## src/rtl/multiplier_eval_pkg.sv

```systemverilog
// multiplier_eval_pkg
// Shared types and helpers for the multiplier sweep controller and its
// latency-matched delay line.
//   sweep_state_t : controller state encoding (IDLE, ISSUE, DRAIN, DONE)
//   LAT_MAX       : largest supported candidate latency
//   prod_width()  : width of a full product of two n-bit operands (2n)
//   count_width() : width of a mismatch counter able to hold 2^(2n) (2n+1)
package multiplier_eval_pkg;

  typedef enum logic [1:0] {
    IDLE,
    ISSUE,
    DRAIN,
    DONE
  } sweep_state_t;

  localparam int LAT_MAX = 7;

  function automatic int prod_width(input int n);
    return 2 * n;
  endfunction

  function automatic int count_width(input int n);
    return 2 * n + 1;
  endfunction

endpackage

```

## src/rtl/multiplier_sweep_delay.sv

```systemverilog
// multiplier_sweep_delay
// LAT-stage pipeline carrying {valid, a, b, golden} alongside the candidate
// multiplier so the golden product arrives in the cycle the candidate's
// product for the same vector does. LAT=0 is a plain wire-through.
// Ports:
//   clk, rst_n           : clock, asynchronous active-low reset
//   flush                : synchronous clear of every stage's valid bit
//   in_valid/a/b/golden  : entry of the pipeline
//   out_valid/a/b/golden : exit of the pipeline, LAT cycles later
module multiplier_sweep_delay
  import multiplier_eval_pkg::*;
#(
  parameter int N   = 2,
  parameter int LAT = 0
) (
  input  logic                     clk,
  input  logic                     rst_n,
  input  logic                     flush,
  input  logic                     in_valid,
  input  logic [N-1:0]             in_a,
  input  logic [N-1:0]             in_b,
  input  logic [prod_width(N)-1:0] in_golden,
  output logic                     out_valid,
  output logic [N-1:0]             out_a,
  output logic [N-1:0]             out_b,
  output logic [prod_width(N)-1:0] out_golden
);

  localparam int PW = prod_width(N);

  if (LAT == 0) begin : g_wire
    assign out_valid  = in_valid;
    assign out_a      = in_a;
    assign out_b      = in_b;
    assign out_golden = in_golden;

    logic unused_ctl;
    assign unused_ctl = ^{clk, rst_n, flush};
  end else begin : g_pipe
    logic [LAT-1:0] valid_q;
    logic [N-1:0]   a_q      [LAT];
    logic [N-1:0]   b_q      [LAT];
    logic [PW-1:0]  golden_q [LAT];

    // NOTE: sequential state is written with non-blocking assignments so
    // every stage samples the previous stage's old value on the same edge.
    always_ff @(posedge clk or negedge rst_n) begin
      if (!rst_n) begin
        valid_q <= '0;
      end else if (flush) begin
        valid_q <= '0;
      end else begin
        valid_q[0] <= in_valid;
        for (int i = 1; i < LAT; i++) valid_q[i] <= valid_q[i-1];
      end
    end

    // NOTE: payload registers carry no reset; they are only ever consumed
    // when the matching valid bit is set, so only the valids need clearing.
    always_ff @(posedge clk) begin
      a_q[0]      <= in_a;
      b_q[0]      <= in_b;
      golden_q[0] <= in_golden;
      for (int i = 1; i < LAT; i++) begin
        a_q[i]      <= a_q[i-1];
        b_q[i]      <= b_q[i-1];
        golden_q[i] <= golden_q[i-1];
      end
    end

    assign out_valid  = valid_q[LAT-1];
    assign out_a      = a_q[LAT-1];
    assign out_b      = b_q[LAT-1];
    assign out_golden = golden_q[LAT-1];
  end

endmodule

```

## src/rtl/multiplier_sweep_ctrl.sv

```systemverilog
// multiplier_sweep_ctrl
// Exhaustive scoring engine for one candidate N-bit multiplier. A start
// request sweeps all 2^(2N) operand pairs into the candidate, compares each
// product with a latency-matched golden A*B and counts mismatches.
// Optional first-failure capture: define MULT_SWEEP_FIRST_FAIL_EN.
// Ports:
//   clk, rst_n       : clock, asynchronous active-low reset
//   start, abort     : run request / cancel (abort wins over start)
//   busy, done, pass : status (busy in ISSUE/DRAIN, done in DONE,
//                      pass = no mismatches while done)
//   err_count        : mismatch count of the current or last run
//   mul_a, mul_b     : operands driven to the candidate
//   mul_p            : candidate product
//   fail_valid/a/b/p : first mismatch capture (zero when capture disabled)
module multiplier_sweep_ctrl
  import multiplier_eval_pkg::*;
#(
  parameter int N   = 2,
  parameter int LAT = 0
) (
  input  logic                      clk,
  input  logic                      rst_n,
  input  logic                      start,
  input  logic                      abort,
  output logic                      busy,
  output logic                      done,
  output logic                      pass,
  output logic [count_width(N)-1:0] err_count,
  output logic [N-1:0]              mul_a,
  output logic [N-1:0]              mul_b,
  input  logic [prod_width(N)-1:0]  mul_p,
  output logic                      fail_valid,
  output logic [N-1:0]              fail_a,
  output logic [N-1:0]              fail_b,
  output logic [prod_width(N)-1:0]  fail_p
);

  localparam int PW = prod_width(N);

  sweep_state_t  state, state_next;
  logic [PW-1:0] k;
  logic [2:0]    drain_cnt;
  logic          accept_start;
  logic          last_vec;
  logic          drain_last;
  logic          mismatch;

  logic          dl_valid;
  logic [N-1:0]  dl_a;
  logic [N-1:0]  dl_b;
  logic [PW-1:0] dl_golden;
  logic [PW-1:0] golden;

  assign accept_start = start && !abort && (state == IDLE || state == DONE);
  assign last_vec     = (k == '1);
  assign drain_last   = (drain_cnt == 3'(LAT - 1));

  // The operand registers are the two halves of the vector counter; k is
  // cleared on every path into IDLE and held through DRAIN and DONE.
  assign mul_a = k[N-1:0];
  assign mul_b = k[PW-1:N];

  always_ff @(posedge clk or negedge rst_n) begin
    if (!rst_n) state <= IDLE;
    else        state <= state_next;
  end

  // NOTE: every output of this block gets a default first so no path
  // through the case leaves it unassigned and infers a latch.
  always_comb begin
    state_next = state;
    unique case (state)
      IDLE:  if (start)      state_next = ISSUE;
      ISSUE: if (last_vec)   state_next = (LAT > 0) ? DRAIN : DONE;
      DRAIN: if (drain_last) state_next = DONE;
      DONE:  if (start)      state_next = ISSUE;
      default:               state_next = IDLE;
    endcase
    if (abort) state_next = IDLE;
  end

  always_ff @(posedge clk or negedge rst_n) begin
    if (!rst_n) begin
      k         <= '0;
      drain_cnt <= '0;
    end else begin
      if (abort || accept_start)           k <= '0;
      else if (state == ISSUE && !last_vec) k <= k + 1'b1;

      if (state == DRAIN) drain_cnt <= drain_cnt + 3'd1;
      else                drain_cnt <= '0;
    end
  end

  assign golden = {{N{1'b0}}, mul_a} * {{N{1'b0}}, mul_b};

  multiplier_sweep_delay #(
    .N   (N),
    .LAT (LAT)
  ) u_delay (
    .clk        (clk),
    .rst_n      (rst_n),
    .flush      (abort),
    .in_valid   (state == ISSUE),
    .in_a       (mul_a),
    .in_b       (mul_b),
    .in_golden  (golden),
    .out_valid  (dl_valid),
    .out_a      (dl_a),
    .out_b      (dl_b),
    .out_golden (dl_golden)
  );

  assign mismatch = dl_valid && (mul_p != dl_golden);

  // Count never exceeds 2^(2N), which fits in 2N+1 bits, so no saturation.
  always_ff @(posedge clk or negedge rst_n) begin
    if (!rst_n)            err_count <= '0;
    else if (accept_start) err_count <= '0;
    else if (mismatch)     err_count <= err_count + 1'b1;
  end

  assign busy = (state == ISSUE) || (state == DRAIN);
  assign done = (state == DONE);
  assign pass = done && (err_count == '0);

`ifdef MULT_SWEEP_FIRST_FAIL_EN
  always_ff @(posedge clk or negedge rst_n) begin
    if (!rst_n) begin
      fail_valid <= 1'b0;
      fail_a     <= '0;
      fail_b     <= '0;
      fail_p     <= '0;
    end else if (accept_start) begin
      fail_valid <= 1'b0;
      fail_a     <= '0;
      fail_b     <= '0;
      fail_p     <= '0;
    end else if (mismatch && !fail_valid) begin
      fail_valid <= 1'b1;
      fail_a     <= dl_a;
      fail_b     <= dl_b;
      fail_p     <= mul_p;
    end
  end
`else
  assign fail_valid = 1'b0;
  assign fail_a     = '0;
  assign fail_b     = '0;
  assign fail_p     = '0;

  logic unused_capture;
  assign unused_capture = ^{dl_a, dl_b};
`endif

endmodule
```

## config.mk

```make
export PLATFORM = sky130hd
export DESIGN_NAME = multiplier_sweep_ctrl
export DESIGN_NICKNAME = d
export VERILOG_FILES = /design/src/rtl/multiplier_eval_pkg.sv /design/src/rtl/multiplier_sweep_delay.sv /design/src/rtl/multiplier_sweep_ctrl.sv
export SDC_FILE = /design/constraint.sdc
export NUM_CORES = 1
export LEC_CHECK = 0
export ABC_CLOCK_PERIOD_IN_PS = 4000
export CAP_MARGIN = 20
export CORE_ASPECT_RATIO = 1.4
export CORE_MARGIN = 3
export CORE_UTILIZATION = 40
export CTS_CLUSTER_DIAMETER = 40
export DETAILED_ROUTE_END_ITERATION = 8
export GPL_TIMING_DRIVEN = 0
export PLACE_DENSITY_LB_ADDON = 0.12
export SLEW_MARGIN = 20
export SYNTH_ARGS = -nofsm -noshare
export SYNTH_HDL_FRONTEND = slang
export SYNTH_HIERARCHICAL = 1
export SYNTH_SLANG_ARGS = --single-unit
```

## constraint.sdc

```tcl
create_clock -name clk -period 4 [get_ports clk]
set_input_delay 0.8 -clock clk [delete_from_list [all_inputs] [get_ports clk]]
set_output_delay 0.8 -clock clk [all_outputs]
set_load 0.05 [all_outputs]
```

==> flow_metrics.env <==
export IMPL_status="complete, no violations"
export IMPL_dr_pass1_iters=2
export IMPL_dieArea_sq_um=2990
export IMPL_cts_sinks=14
export IMPL_power_frac_clock_pct=12.2
export IMPL_crit_chain="inv_1, ha_1, and4b_1, clkdlybuf4s50_1"
export IMPL_worst_pin_slew_ns=0.635
export IMPL_track_usage_pct=14.0
export IMPL_gp_congestion=0.695
export IMPL_clock_path_buffers=2
export IMPL_layout_common_cells="clkdlybuf4s50_1 (19), buf_4 (14), dfrtp_1 (14)"
export IMPL_tns_ns=0
export IMPL_dp_hpwl_microns=1400
export IMPL_required_ns=3.20
export IMPL_endpoint_kind="output port"
export IMPL_cts_tree="yes"
export IMPL_synth_area_sq_um=946
export IMPL_combPwrFrac_pct=56.2
export IMPL_max_freq_mhz=362
export IMPL_htree_levels=1
export IMPL_grt_max_degree=15
export IMPL_p_switching_w=0.000312
export IMPL_via_per_inst=4.89
export IMPL_cts_clk_slew_worst_paths_ns=0.08
export IMPL_area_growth_pct=28.6
export IMPL_cts_hold_fix_buffers=0
export IMPL_maxCapViolations=0
export IMPL_die_w_microns=47.1
export IMPL_p_per_area_nw_per_um2=534
export IMPL_ios=29
export IMPL_fin_crit_sh_pct=69.0
export IMPL_cts_setup_buffers=0
export IMPL_slowest_stage="clkdlybuf4s50_1"
export IMPL_grt_overflow_total=0
export IMPL_synthCells=100
export IMPL_drive_gt1_share_pct=14.6
export IMPL_period_minus_slack_ns=2.76
export IMPL_pwr_share_seq_pct=31.6
export IMPL_drt_iter0_drc=18
export IMPL_grt_pass1_vias=774
export IMPL_start_kind="flip-flop"
export IMPL_start_util_pct=43.0
export IMPL_skew_ns=0.00107
export IMPL_num_vias=744
export IMPL_coreArea_sq_um=2200
export IMPL_fp_dieH_microns=63.5
export IMPL_arrival_ns=1.96
export IMPL_switching_share_pct=48.0
export IMPL_ant_nets=0
export IMPL_leakage_nw=0.627
export IMPL_crit_fanout=4
export IMPL_cts_root_buf="clkbuf_4"
export IMPL_slew_headroom_pct=57.5
export IMPL_wl_microns=1720
export IMPL_internal_power_w=0.000337
export IMPL_layout_commonest_cell="clkdlybuf4s50_1"
export IMPL_numCtsBuffers=3
export IMPL_clk_latency_ns=0.28
export IMPL_portBuffers=19
export IMPL_nets=150
export IMPL_drc=0
export IMPL_antenna_found_initial=0
export IMPL_vdd_drop_max_mv=0.388
export IMPL_setup_viol=0
export IMPL_max_stage_delay_ns=0.80
export IMPL_synth_yosys_warnings=6
export IMPL_hold_class="flip-flop to flip-flop"
export IMPL_syn_avg_cell_area_sq_um=9.46
export IMPL_worstSetupPathType="flip-flop to output port"
export IMPL_grt_first_pass_wirelength_microns=3110
export IMPL_antenna_cells=0
export IMPL_finalHoldViolations=0
export IMPL_hold_slack_ns=0.444
export IMPL_routedWlPerCell_microns=11.3
export IMPL_rows=20
export IMPL_rsz0062_at_grt="false"
export IMPL_cts_resized=0
export IMPL_slew_viol_final=0
registers in the layout, summed over array words and instances, names as in the netlist:
signal	cells
state	2
drain_cnt	3
k	4
err_count	5
path summary, 6_finish.rpt:
| kind | start | slack, ns | endpoint | depth (start not counted) |
|---|---|---|---|---|
| setup / recovery | err_count[0]$_DFFE_PN0P_ | 1.24 | pass | 4 |
| hold / removal | drain_cnt[0]$_DFF_PN0_ | 0.44 | drain_cnt[0]$_DFF_PN0_ | 1 |
| setup reg to reg | k[0]$_DFFE_PN0P_ | 1.75 | err_count[2]$_DFFE_PN0P_ | 8 |
| hold reg to reg | drain_cnt[0]$_DFF_PN0_ | 0.44 | drain_cnt[0]$_DFF_PN0_ | 1 |
| max in group asynchronous | rst_n | 2.68 | drain_cnt[1]$_DFF_PN0_ | 1 |
| min in group asynchronous | rst_n | 0.91 | err_count[2]$_DFFE_PN0P_ | 1 |
worst max-delay path: cells and delay by family, from the launching register on:
kind / cells / cell delay (ns)
buffers and inverters: 2 / 0.91
DFF: 1 / 0.42
and+or+nand+nor: 1 / 0.20
adders and majority gates: 1 / 0.16
through the flow:
step / std cells / area, sq um / utilization, % / total power [W] / worst slack, ns
finish: 152 / 1220 / 55.2 / 0.000649 / 1.24
global route: 152 / 1220 / 55.2 / 0.000699 / 1.13
CTS: 152 / 1220 / 55.2 / 0.000657 / 1.22
detailed placement: 149 / 1190 / 54.2 / 0.000576 / 1.54
global placement: 149 / 1190 / 54.2 / 0.000569 / 1.57
floorplan: 108 / 976 / - / 0.000469 / 1.63
power groups by stage:
stage	logic [W]	registers, W	clock network, W
finish	0.000365	0.000205	0.0000794
global route	0.000400	0.000213	0.0000859
CTS	0.000369	0.000206	0.0000827
detailed placement	0.000367	0.000209	0
global placement	0.000362	0.000207	0
floorplan	0.000204	0.000265	0
area by class of cell:
class	instances	area [sq um]
buffer	14	105
clock buffer	3	22.5
fill	227	986
inverter	7	26.3
multi-input combinational	73	494
sequential	14	350
tap	22	27.5
timing repair buffer	19	190
layer usage:
layer  GRT usage [%]  part of all wire (%)  vias to the layer above
li1                -                     -                      377
met1            16.3                    41                      351
met2            23.5                    54                       12
met3            1.71                   3.0                        4
met4            7.27                   1.8                        0
met5               0                     0                        -
No activity file was read; power rests on OpenSTA's default activity.
